==> config.mk <==
export PLATFORM = sky130hd
export DESIGN_NAME = retire_trace_buf
export DESIGN_NICKNAME = d
export VERILOG_FILES = /design/src/rtl/retire_trace_buf.sv
export SDC_FILE = /design/constraint.sdc
export NUM_CORES = 1
export LEC_CHECK = 0
export ABC_CLOCK_PERIOD_IN_PS = 20100
export CAP_MARGIN = 20
export CORE_UTILIZATION = 42
export CTS_CLUSTER_DIAMETER = 50
export CTS_CLUSTER_SIZE = 8
export DETAILED_ROUTE_END_ITERATION = 10
export PLACE_DENSITY = 0.64
export SLEW_MARGIN = 20
export SYNTH_ARGS = -nofsm -noshare
export SYNTH_HDL_FRONTEND = slang
export SYNTH_SLANG_ARGS = --single-unit
==> constraint.sdc <==
create_clock -name clk -period 20.1 [get_ports clk]
set_clock_uncertainty 0.1 [all_clocks]
set_input_delay 4.02 -clock clk [delete_from_list [all_inputs] [get_ports clk]]
set_output_delay 4.02 -clock clk [all_outputs]
set_load 0.03 [all_outputs]
==> src/rtl/retire_trace_buf.sv <==
// Retirement-trace buffer: classifies each commit event, tags it with a sequence number and queues it for a trace sink.
// Latency: 1 cycle from a commit into an empty queue to trace_valid; head fields come straight from storage.
// Backpressure: head holds while trace_ready=0; a push into a full queue with no pop is dropped and counted. Option: TRACE_FILTER_NOP_EN.
module retire_trace_buf #(
    parameter int DEPTH  = 8,
    parameter int XLEN   = 32,
    parameter int INUM_W = 32
) (
    input  logic                       clk,
    input  logic                       rst_n,
    input  logic                       trace_en,
    input  logic                       retire_valid,
    input  logic [XLEN-1:0]            retire_pc,
    input  logic                       reg_write,
    input  logic [4:0]                 rd,
    input  logic [XLEN-1:0]            wb_data,
    input  logic                       mem_read,
    input  logic                       mem_write,
    input  logic [XLEN-1:0]            mem_addr,
    input  logic [XLEN-1:0]            mem_data,
    input  logic                       trace_ready,
    output logic                       trace_valid,
    output logic [2:0]                 trace_kind,
    output logic [INUM_W-1:0]          trace_inum,
    output logic [XLEN-1:0]            trace_pc,
    output logic [XLEN-1:0]            trace_wdata,
    output logic [XLEN-1:0]            trace_addr,
    output logic [XLEN-1:0]            trace_mdata,
    output logic [4:0]                 trace_rd,
    output logic [$clog2(DEPTH):0]     count,
    output logic                       stall_req,
    output logic [15:0]                drop_count
);
    localparam int AW = $clog2(DEPTH);
    localparam int CW = AW + 1;

    localparam logic [2:0] K_NOP   = 3'd0;
    localparam logic [2:0] K_REG   = 3'd1;
    localparam logic [2:0] K_LOAD  = 3'd2;
    localparam logic [2:0] K_STORE = 3'd3;
    localparam logic [2:0] K_STU   = 3'd4;

    typedef struct packed {
        logic [2:0]        kind;
        logic [INUM_W-1:0] inum;
        logic [XLEN-1:0]   pc;
        logic [XLEN-1:0]   wdata;
        logic [XLEN-1:0]   addr;
        logic [XLEN-1:0]   mdata;
        logic [4:0]        rd;
    } trace_ent_t;

    logic [INUM_W-1:0] inum;
    logic [CW-1:0]     wptr, rptr;
    trace_ent_t        mem [DEPTH];
    trace_ent_t        new_ent, head_ent, out_ent;
    logic [2:0]        kind;
    logic              evt_vld, push, pop, full, do_push, drop;

    assign evt_vld = retire_valid & trace_en;

    always_comb begin
        kind = K_NOP;
        if (reg_write && mem_write)     kind = K_STU;
        else if (reg_write && mem_read) kind = K_LOAD;
        else if (mem_write)             kind = K_STORE;
        else if (reg_write)             kind = K_REG;
    end

    // Fields that mean nothing for the kind are stored as zero so the sink sees a canonical record.
    always_comb begin
        new_ent      = '0;
        new_ent.kind = kind;
        new_ent.inum = inum;
        new_ent.pc   = retire_pc;
        if (kind == K_REG || kind == K_LOAD || kind == K_STU) begin
            new_ent.rd    = rd;
            new_ent.wdata = wb_data;
        end
        if (kind == K_LOAD || kind == K_STORE || kind == K_STU)
            new_ent.addr = mem_addr;
        if (kind == K_STORE || kind == K_STU)
            new_ent.mdata = mem_data;
    end

`ifdef TRACE_FILTER_NOP_EN
    assign push = evt_vld & (kind != K_NOP);
`else
    assign push = evt_vld;
`endif

    assign count       = wptr - rptr;
    assign trace_valid = (wptr != rptr);
    assign full        = (count == CW'(DEPTH));
    assign stall_req   = (count >= CW'(DEPTH - 1));
    assign pop         = trace_valid & trace_ready;
    assign do_push     = push & (~full | pop);
    assign drop        = push & full & ~pop;

    always_ff @(posedge clk or negedge rst_n) begin
        if (!rst_n) begin
            wptr       <= '0;
            rptr       <= '0;
            inum       <= '0;
            drop_count <= '0;
        end else begin
            if (do_push) wptr <= wptr + CW'(1);
            if (pop)     rptr <= rptr + CW'(1);
            // Every qualified event consumes a number, so gaps in the trace reveal drops or filtering.
            if (evt_vld) inum <= inum + INUM_W'(1);
            if (drop && drop_count != 16'hFFFF) drop_count <= drop_count + 16'd1;
        end
    end

    always_ff @(posedge clk) begin
        if (do_push) mem[wptr[AW-1:0]] <= new_ent;
    end

    assign head_ent = mem[rptr[AW-1:0]];
    assign out_ent  = trace_valid ? head_ent : '0;

    assign trace_kind  = out_ent.kind;
    assign trace_inum  = out_ent.inum;
    assign trace_pc    = out_ent.pc;
    assign trace_wdata = out_ent.wdata;
    assign trace_addr  = out_ent.addr;
    assign trace_mdata = out_ent.mdata;
    assign trace_rd    = out_ent.rd;
endmodule

==> out/summary.md <==
The flow ran to the end, and the final reports show no timing, DRC or antenna violations. The run gives 100.9 MHz as the highest clock rate. The min-delay analysis places its worst path in the category reg -> reg. The worst endpoint data arrival time is 5.79 ns. Registers take 41770 um^2.

The worst setup path is captured at an output port. Setup repair after global routing left no endpoint under its margin. The multiplexer share of the synthesized area came out at 14.07%.

The clock drives 1400 sinks. By instance count, the leading cell after synthesis is sky130_fd_sc_hd__edfxtp_1. Of all nets on the critical path, the largest fanout is 107.

The setup check on the worst reg-to-reg path leaves a slack of 13.99 ns. The area occupied by multi-input gates was 11800 um^2. After synthesis, the largest family of logic cells by area is multiplexers. After clock tree synthesis, the setup repair step added 0 buffers.

TritonCTS built the clock tree. For this run, the leading register cell type out of synthesis is sky130_fd_sc_hd__edfxtp_1. The count of state elements after synthesis is 1400, and the worst ir drop on vdd is 0.0001150 V.

The final hold violation count came out at 0. Summing the areas of all xor and xnor instances in the mapped netlist gives 0.8709% of the synthesized area. The clock edge transition at the registers on the reported setup and hold paths is 0.05 ns, and the remaining antenna violation count after routing is 0. The tools report the number of levels the H-tree was split into as 4. After floorplanning, the core was sized to cover 127700 um^2. Yosys attributes the largest share of cell area to sky130_fd_sc_hd__edfxtp_1, sky130_fd_sc_hd__mux4_2, sky130_fd_sc_hd__dfrtp_1. The mean post-synth cell area came out at 20.05 um^2.

The cell type with the largest total area after synthesis was sky130_fd_sc_hd__edfxtp_1. The clock passes through at most 3 buffers. The gate count after technology mapping is 2701. In this run the core area contains 131 standard-cell rows. Traced cell by cell, the critical path runs through buf_4, buf_12, buf_6, mux4_2, nand2_1, a21oi_1, clkdlybuf4s50_1. The initial core utilization was 42.42%; the time the final worst path needs with I/O delays and setup was 9.912 ns. The number of gates given a new drive strength after cts is 0.

The final setup violation count came out at 0. The final max-slew violation count was 0; the complex-gate fraction of the synthesized area was 1.638%. The logs give 0 ns for the aggregate negative setup slack and 0 for the DRC violation count after routing. The number of buffers added by the clock tree synthesis step was 200; the height of the die was 361.1 um. The top cell type's share of synthesized area was 74.51%; the number of vias after detailed routing was 27.13k. Dividing the detail-routed wire length by the instance count gives 26.24 um. For the global placement routability congestion, the log shows 0.7394. By count the netlist is led by sky130_fd_sc_hd__edfxtp_1, sky130_fd_sc_hd__nand2_1, sky130_fd_sc_hd__mux4_2. The detailed-route wire length is 128200 um, and the sum of net half-perimeters after detailed placement is 65480 um.

After layout, the worst path uses 49.31% of the clock period. The critical setup path kind was reg -> out. The tools report the pin count of the biggest net entering global routing as 125. Via count of the first global-routing pass: 29.33k.

Area overhead of the layout relative to synthesis: 20.38%. For the DRC violation total after the first TritonRoute iteration, the log shows 2385. The number of top-level pins is 331, and the count of input and output buffers is 330. The worst pin sits at a relative slew slack of 26.98%.

Counting every net in the synthesized netlist gives 2850. Data on the critical path is required at its endpoint by 15.98 ns. At the pin with the least slew margin, the transition time is 1.085 ns. The insertion delay of the later-clocked pin in the worst-skew pair was 0.82 ns; the number of standard cells in the final layout excluding fillers was 4884. The delay of the slowest cell on the worst path was 0.99 ns; the die outline area was 130400 um^2. The number of antenna violations at the first check in global routing was 10. The cell sitting at the root of the clock tree is a sky130_fd_sc_hd__clkbuf_16.

The power per unit of standard cell area is 158.6 nW/um^2, and the total global-route track usage is 19.88%. The tools report the count of hold-fix buffers inserted at cts as 0. The mapped netlist covers 54160 um^2. The tools report the wire length of the first global-routing pass as 189900 um. The worst setup path is launched from a flop. Of all flip-flops after synthesis, the portion carrying an async set or reset was 4.000%. The finished cells cover 65200 um^2.

The worst hold slack came out at 0.4134 ns. The count of flip-flops with a built-in enable after synthesis was 1344; the post-synthesis sequential area ratio was 77.10%. After synthesis, the netlist uses 43 different library cells.

The adder-cell area share of the yosys netlist is 0.1987%, and the total power consumption of the routed design is 10.34 mW. The analysis attributes to cell leakage a power of 21.19 nW. For this run, the post-layout net count is 3281. The first detailed-routing pass took 5 iterations. The number of vias per cell after detailed routing is 5.555, and the simple-gate portion of the synthesized area is 4.886%. Summing all placed instances gives a cell area of 59430 um^2.

The fraction of layout instances using a drive strength above 1 is 20.07%. After detailed placement, the design holds a cell count of 4592. The logs give 0 for the total global routing overflow and 10.05k for the number of fill cells. The number of warnings reported in the yosys synthesis log was 0; the horizontal extent of the die was 361.1 um.

Across the run, the number of max-cap violations was 0. Standard cell with the maximum stage delay on the critical path: sky130_fd_sc_hd__dfrtp_4.
[state kept, by name (all words and copies together), names as in the netlist]
| signal | count |
|---|---|
| drop_count | 16 |
| rptr | 4 |
| mem | 1344 |
| wptr | 4 |
| inum | 32 |
[final timing paths]
check / from / end / cells after the start
worst max-delay path: rptr[0] / trace_wdata[12] / 7
worst min-delay path: drop_count[9] / drop_count[9] / 1
worst max register to register: rptr[1] / mem[0][52] / 9
worst min register to register: drop_count[9] / drop_count[9] / 1
max in group asynchronous: rst_n / rptr[2] / 2
min in group asynchronous: rst_n / drop_count[1] / 2
[metal layers]
layer | GRT usage [%] | wire length, um | vias to the layer above
met1 | 25.63 | 52250 | 14440
met4 | 5.707 | 2515 | 14
met2 | 33.20 | 64760 | 861
met3 | 5.197 | 8545 | 202
li1 | - | - | 11610
met5 | 0 | 105 | -
[kinds of logic (layout without fill, tap and decap cells)]
family          after synthesis  in the layout
flops                      1400           1400
simple gates                565            565
mux                         341            341
buf+inv                     159            677
fa+ha+maj                     8              8
xor+xnor                     53             53
other cells                   0              3
compound gates              175            175
[cell type report]
class / count / area share, %
inverter: 11 / 0.08251
antenna: 3 / 0.01151
clock buffer: 260 / 8.084
timing repair buffer: 377 / 5.724
tap: 1662 / 3.189
sequential: 1400 / 64.06
multi-input combinational: 1142 / 18.10
clock inverter: 29 / 0.7465
[per-stage QoR]
stage | utilization, % | worst slack [ns]
floorplan | - | 3.269
global placement | 46.54 | 10.59
detailed placement | 46.54 | 10.55
CTS | 51.05 | 9.601
global route | 51.06 | 9.590
finish | 51.07 | 10.19
[cells in the final DEF (no fill, tap or decap), drive strengths merged]
master	instances
o21ai	2
a31o	1
nand4	10
clkinvlp	4
nand2	366
dfrtp	56
nor4b	3
and2	74
nand3b	3
nor2	22
o2111ai	1
fa	1
nor3	9
mux2	4
buf	49
nand4b	1
mux4	336
clkbuf	260
bufinv	1
mux2i	1
nand2b	1
ha	7
nand3	17
nor4	11
clkdlybuf4s50	328
or2	1
nor2b	33
and3	8
or3	2
inv	15
xnor2	30
and4	4
clkinv	20
xor2	23
a21oi	171
diode	3
edfxtp	1344
[power breakdown]
group	switching [mW]	internal [mW]	total, mW
clock network	1.20	1.83	3.04
logic	2.22	1.47	3.69
registers	0.143	3.48	3.62
[critical path: cells and delay by family, from the launching register on]
kind / cells / cell delay (ns)
compound gates: 1 / 0.09
simple gates: 1 / 0.09
buf+inv: 4 / 2.92
mux: 1 / 0.60
flops: 1 / 0.99
Power figures use the tool's default switching activity.
